**config.mk**
```make
export PLATFORM = sky130hd
export DESIGN_NAME = ram_arbiter
export DESIGN_NICKNAME = d
export VERILOG_FILES = /design/src/rtl/ram_arb_pkg.sv /design/src/rtl/rr_pick2.sv /design/src/rtl/ram_arbiter.sv
export SDC_FILE = /design/constraint.sdc
export NUM_CORES = 1
export LEC_CHECK = 0
export CELL_PAD_IN_SITES_DETAIL_PLACEMENT = 1
export CELL_PAD_IN_SITES_GLOBAL_PLACEMENT = 1
export CORE_ASPECT_RATIO = 0.8
export CORE_MARGIN = 1.5
export CORE_UTILIZATION = 29
export CTS_BUF_LIST = sky130_fd_sc_hd__clkbuf_2
export DETAILED_ROUTE_END_ITERATION = 12
export GPL_ROUTABILITY_DRIVEN = 0
export PLACE_DENSITY = 0.95
export SYNTH_ARGS = -nofsm -noshare
export SYNTH_HDL_FRONTEND = slang
export SYNTH_SLANG_ARGS = --single-unit
```
**constraint.sdc**
```tcl
create_clock -name clk_i -period 3.5 [get_ports clk_i]
set_input_delay 0.7 -clock clk_i [delete_from_list [all_inputs] [get_ports clk_i]]
set_output_delay 0.7 -clock clk_i [all_outputs]
set_load 0.02 [all_outputs]
```
**src/rtl/ram_arb_pkg.sv**
```systemverilog
// Shared state encoding and parameter defaults for the two-master RAM arbiter.
package ram_arb_pkg;

  localparam int unsigned DefAw       = 5;
  localparam int unsigned DefDw       = 8;
  localparam int unsigned DefMaxBurst = 4;

  typedef enum logic [1:0] {
    StIdle = 2'b00,
    StOwn0 = 2'b01,
    StOwn1 = 2'b10
  } arb_state_e;

endpackage

```
**src/rtl/rr_pick2.sv**
```systemverilog
// Two-way round-robin select: a lone requester wins, a tie goes to the master that was not last.
module rr_pick2 (
  input  logic [1:0] req_i,
  input  logic       last_i,
  output logic       winner_o,
  output logic       any_o
);

  always_comb begin
    any_o    = |req_i;
    winner_o = 1'b0;
    case (req_i)
      2'b01:   winner_o = 1'b0;
      2'b10:   winner_o = 1'b1;
      2'b11:   winner_o = ~last_i;
      default: winner_o = 1'b0;
    endcase
  end

endmodule

```
**src/rtl/ram_arbiter.sv**
```systemverilog
// Two-master arbiter for the single-port data RAM: round-robin grant with a bounded lock burst,
// combinational RAM drive from the owner, registered read return.
module ram_arbiter
  import ram_arb_pkg::*;
#(
  parameter int unsigned AW        = DefAw,
  parameter int unsigned DW        = DefDw,
  parameter int unsigned MAX_BURST = DefMaxBurst
) (
  input  logic          clk_i,
  input  logic          rst_i,

  input  logic          m0_req_i,
  input  logic          m0_we_i,
  input  logic          m0_lock_i,
  input  logic [AW-1:0] m0_addr_i,
  input  logic [DW-1:0] m0_din_i,
  output logic          m0_gnt_o,
  output logic          m0_rvalid_o,
  output logic [DW-1:0] m0_rdata_o,

  input  logic          m1_req_i,
  input  logic          m1_we_i,
  input  logic          m1_lock_i,
  input  logic [AW-1:0] m1_addr_i,
  input  logic [DW-1:0] m1_din_i,
  output logic          m1_gnt_o,
  output logic          m1_rvalid_o,
  output logic [DW-1:0] m1_rdata_o,

  output logic          ram_wen_o,
  output logic [AW-1:0] ram_addr_o,
  output logic [DW-1:0] ram_din_o,
  input  logic [DW-1:0] ram_dout_i
);

  localparam int unsigned     CntW      = $clog2(MAX_BURST) + 1;
  localparam logic [CntW-1:0] BurstLast = CntW'(MAX_BURST - 1);

  arb_state_e      state_q, state_d;
  logic            last_q, last_d;
  logic [CntW-1:0] burst_cnt_q, burst_cnt_d;
  logic            m0_rvalid_q, m0_rvalid_d;
  logic            m1_rvalid_q, m1_rvalid_d;
  logic [DW-1:0]   m0_rdata_q, m0_rdata_d;
  logic [DW-1:0]   m1_rdata_q, m1_rdata_d;

  logic            own_sel;
  logic            own_req;
  logic            own_we;
  logic            own_lock;
  logic            pick_last;
  logic            pick_winner;
  logic            pick_any;
  logic            ram_wen;

  // While owned, last is fed as the owner so a waiting master wins and a lone owner keeps it.
  rr_pick2 u_pick (
    .req_i    ({m1_req_i, m0_req_i}),
    .last_i   (pick_last),
    .winner_o (pick_winner),
    .any_o    (pick_any)
  );

  always_comb begin
    own_sel   = (state_q == StOwn1);
    own_req   = own_sel ? m1_req_i  : m0_req_i;
    own_we    = own_sel ? m1_we_i   : m0_we_i;
    own_lock  = own_sel ? m1_lock_i : m0_lock_i;
    pick_last = (state_q == StIdle) ? last_q : own_sel;

    state_d     = state_q;
    last_d      = last_q;
    burst_cnt_d = burst_cnt_q;
    ram_wen     = 1'b0;
    ram_addr_o  = '0;
    ram_din_o   = '0;

    unique case (state_q)
      StIdle: begin
        if (pick_any) begin
          state_d     = pick_winner ? StOwn1 : StOwn0;
          burst_cnt_d = '0;
        end
      end
      StOwn0, StOwn1: begin
        ram_addr_o = own_sel ? m1_addr_i : m0_addr_i;
        ram_din_o  = own_sel ? m1_din_i  : m0_din_i;
        ram_wen    = own_req & own_we;
        if (own_req && own_lock && (burst_cnt_q < BurstLast)) begin
          burst_cnt_d = burst_cnt_q + 1'b1;
        end else if (pick_any) begin
          state_d     = pick_winner ? StOwn1 : StOwn0;
          burst_cnt_d = '0;
          if (pick_winner != own_sel) begin
            last_d = own_sel;
          end
        end else begin
          state_d = StIdle;
          last_d  = own_sel;
        end
      end
      default: state_d = StIdle;
    endcase

    ram_wen_o = ram_wen & ~rst_i;

    m0_rvalid_d = (state_q == StOwn0) & m0_req_i & ~m0_we_i;
    m1_rvalid_d = (state_q == StOwn1) & m1_req_i & ~m1_we_i;
    m0_rdata_d  = m0_rvalid_d ? ram_dout_i : m0_rdata_q;
    m1_rdata_d  = m1_rvalid_d ? ram_dout_i : m1_rdata_q;
  end

  always_ff @(posedge clk_i) begin
    if (rst_i) begin
      state_q     <= StIdle;
      last_q      <= 1'b1;
      burst_cnt_q <= '0;
      m0_rvalid_q <= 1'b0;
      m1_rvalid_q <= 1'b0;
      m0_rdata_q  <= '0;
      m1_rdata_q  <= '0;
    end else begin
      state_q     <= state_d;
      last_q      <= last_d;
      burst_cnt_q <= burst_cnt_d;
      m0_rvalid_q <= m0_rvalid_d;
      m1_rvalid_q <= m1_rvalid_d;
      m0_rdata_q  <= m0_rdata_d;
      m1_rdata_q  <= m1_rdata_d;
    end
  end

  assign m0_gnt_o    = (state_q == StOwn0);
  assign m1_gnt_o    = (state_q == StOwn1);
  assign m0_rvalid_o = m0_rvalid_q;
  assign m1_rvalid_o = m1_rvalid_q;
  assign m0_rdata_o  = m0_rdata_q;
  assign m1_rdata_o  = m1_rdata_q;

endmodule

```
==> results.txt, run 1 <==
* Status: complete, no violations
- In the routed layout, each cell is associated on average with a via count of 4.733.
- Final critical-path required period: 3.127 ns
* Internal Pwr Total: 606.6 uW
- The total overflow left after global routing is 0.
* Required time worst endpoint: 2.80 ns
* Worst Path Arrival: 2.43 ns
- Net count of the mapped netlist: 195
* Pre-Repair DR Iteration Count: 4
- Total track usage: 0.1659
- During synthesis, Yosys emitted a total of 0 warnings.
* Sequential share of power: 0.333
- The worst setup path is of the in -> out kind.
* Number of antenna violations at the first check in global routing: 0
- Number of nets with antenna violations after routing: 0
* Clock Skew: 0.002930 ns
- Synthesized instance count: 148
* Path category of the worst min-delay check: reg -> reg
- After detailed routing, no signal wire sits above met4.
- Fraction of the cycle the final worst path needs: 0.8934
- Via Count: 1311
- Drt total wl: 3.883 mm
* Cell Pwr Density: 427.6 nW/um^2
* Finish-stage setup viols: 0
- Setup repair after global routing left no endpoint under its margin.
* Row count: 21
* Most common cell after layout, fill and taps aside: sky130_fd_sc_hd__clkdlybuf4s50_1
- Leaving out fill and tap cells, the most frequent cells in the layout are sky130_fd_sc_hd__clkdlybuf4s50_1, sky130_fd_sc_hd__dfxtp_1, sky130_fd_sc_hd__mux2i_1.
- The share of total power dissipated in the clock network is 0.201.
- WL met1: 1.793 mm
- Startpoint type of the worst setup path: primary input
- By area the synthesized netlist is led by sky130_fd_sc_hd__dfxtp_1, sky130_fd_sc_hd__mux2i_1, sky130_fd_sc_hd__nor2b_1.
- Share of synthesized area occupied by flip-flops and latches: 0.3739
- Number of nets in the layout: 268
- Switching power of the nets: 301.8 uW
- Final Slew Violations: 0
* Sum of negative setup slack: 0 ns
* Io pins: 76
- Final Total Pwr: 908.4 uW
- Proportion of layout cells with a drive suffix above 1: 0.05000
- First-pass GRT wire length: 6.458 mm
* Combinational share of power: 0.466
- Area delta synth->final: 65.34%
* Max Buffers Root-to-Sink: 2
- Met2 layer wire length in the routed design: 1.924 mm
* Drc violations: 0
* Depth of the worst register-to-register path: 7
* Total length of routed met3 wires: 155 microns
- Count of different cell masters after synthesis: 25
* Worst Hold Depth: 2
* Cell count after placement: 273
- Entering global routing, the biggest net connects 25 pins.
- At the pin with the least slew margin, the transition time is 0.6472 ns.
- Peak Freq: 0.3198 GHz
* Share of Yosys cell area claimed by the top area cell type: 0.3739
- Post-CTS Repair Setup Buffers: 0
- The die covers 4842 sq um.
- In this run the tightest slew margin relative to its limit is 0.5673.
- Lkg Pwr: 0.8073 nW
* Fill cell count: 491
- TritonCTS built the clock tree.
- Synth Register Bits: 24
* Starting density of the core: 0.3038
* Buffers on Ports: 75
* Switching power as a share of total power: 0.3323
- Summed over all instances, the cell type with the most area after synthesis is sky130_fd_sc_hd__dfxtp_1.
* Number of DRC markers after the initial detailed-route iteration: 13
* Non-filler cells in the finished layout: 277
* Clock Latency Late Sink: 0.33 ns
* Depth of the CTS H-tree: 1
- The HPWL after detailed placement is 3.088 mm.
* Worst vdd rail ir drop: 0.2181 mV
* CTS clk-pin slew, worst paths: 0.23 ns
* Mapped Avg Cell Area: 8.682 sq um
- In this run the horizontal extent of the chip is 77.42 microns.
- The number of gates resized after CTS was 0.
- In this run the clock root is driven by a sky130_fd_sc_hd__clkbuf_2.
- Vias in the first global route: 1380
- In this run the worst path has a maximum fanout of 8.
- Detailed-route wire length per cell: 14.02 microns
* Mapped Area: 1285 sq um
- Number of CTS-inserted buffers: 3
- Crit. End Element: primary output
* Area of the placeable core: 4230 sq um
* Sink count of the clock tree: 24
- Die height: 62.54 microns
* Hold Violations, Final: 0
* Maximum capacitance violations: 0
* Quantity of hold-fixing buffers added after cts: 0
- 0 antenna diodes ended up in the layout.
==> state kept, by name, indices dropped and copies added (netlist names) <==
register	count
m0_rdata_o	8
m1_rvalid_o	1
last_q	1
state_q	2
m1_rdata_o	8
burst_cnt_q	3
m0_rvalid_o	1
==> worst paths after layout <==
path | start | endpoint | slack (ns)
max | m1_req_i | ram_wen_o | 0.37
min | m1_rdata_o[0]$_SDFFE_PP0P_ | m1_rdata_o[0]$_SDFFE_PP0P_ | 0.48
max reg2reg | state_q[0]$_SDFFE_PP0P_ | burst_cnt_q[0]$_SDFFE_PP0P_ | 1.48
min reg2reg | m1_rdata_o[0]$_SDFFE_PP0P_ | m1_rdata_o[0]$_SDFFE_PP0P_ | 0.48
==> metal layers <==
layer / vias to the layer above / track usage
met4: 0 / 0.02045
met5: - / 0
met3: 2 / 0.03942
li1: 648 / -
met2: 34 / 0.2993
met1: 627 / 0.2048
==> critical path: stages <==
cell	delay, ns
sky130_fd_sc_hd__clkdlybuf4s50_1	0.60
sky130_fd_sc_hd__mux2_4	0.22
sky130_fd_sc_hd__nand2_1	0.07
sky130_fd_sc_hd__nor3_1	0.20
sky130_fd_sc_hd__clkdlybuf4s50_1	0.64
==> metrics by stage <==
stage	instance area, sq um	setup WS [ns]	hold slack (ns)	util
floorplan	1285	1.115	0.4537	-
global placement	2079	0.4271	0.4420	0.4916
detailed placement	2079	0.3861	0.4590	0.4916
CTS	2125	0.3527	0.4853	0.5022
global route	2125	0.1860	0.5038	0.5022
finish	2125	0.3731	0.4812	0.5022
==> synthesized netlist by cell type (all sizes together) <==
cell / instances
a21oi: 16
a221o: 1
a31o: 1
a41oi: 1
and4: 1
buf: 3
clkbuf: 6
dfxtp: 24
ha: 5
inv: 4
mux2: 2
mux2i: 23
nand2: 18
nand3: 2
nand3b: 4
nor2: 12
nor2b: 13
nor3: 1
nor3b: 1
o2111ai: 1
o21ai: 7
or2: 1
or3b: 1
==> layout make-up <==
cell class | instances | area (sq um) | area share
clock buffer | 3 | 15.01 | 0.007067
clock inverter | 1 | 30.03 | 0.01413
inverter | 4 | 15.01 | 0.007067
multi-input combinational | 111 | 747.0 | 0.3516
sequential | 24 | 480.5 | 0.2261
tap | 57 | 71.32 | 0.03357
timing repair buffer | 77 | 765.7 | 0.3604
==> power by group through the flow <==
stage                     registers, mW  logic, mW  clock network [mW]
final                             0.302      0.423               0.183
after global routing              0.305      0.454               0.203
after CTS                         0.303      0.427               0.190
after detailed placement          0.308      0.426                   0
after global placement            0.307      0.420                   0
after floorplan                   0.314      0.237                   0
==> kinds of logic (layout without fill, tap and decap cells) <==
kind of cell,Yosys count,count (layout),synth area share
AOI/OAI and AO/OA,27,27,0.1178
adders and majority gates,5,5,0.04869
buffers and inverters,13,85,0.04478
DFF,24,24,0.3739
muxes,25,25,0.2025
and+or+nand+nor,54,54,0.2123
(Power assumes the default switching activity.)
==> inputs of run 2 (changes only) <==
Settings changed: CTS_CLUSTER_SIZE set to 20.
==> results of run 2 <==
The final DEF is identical to that of run 1; final timing and power are the same.
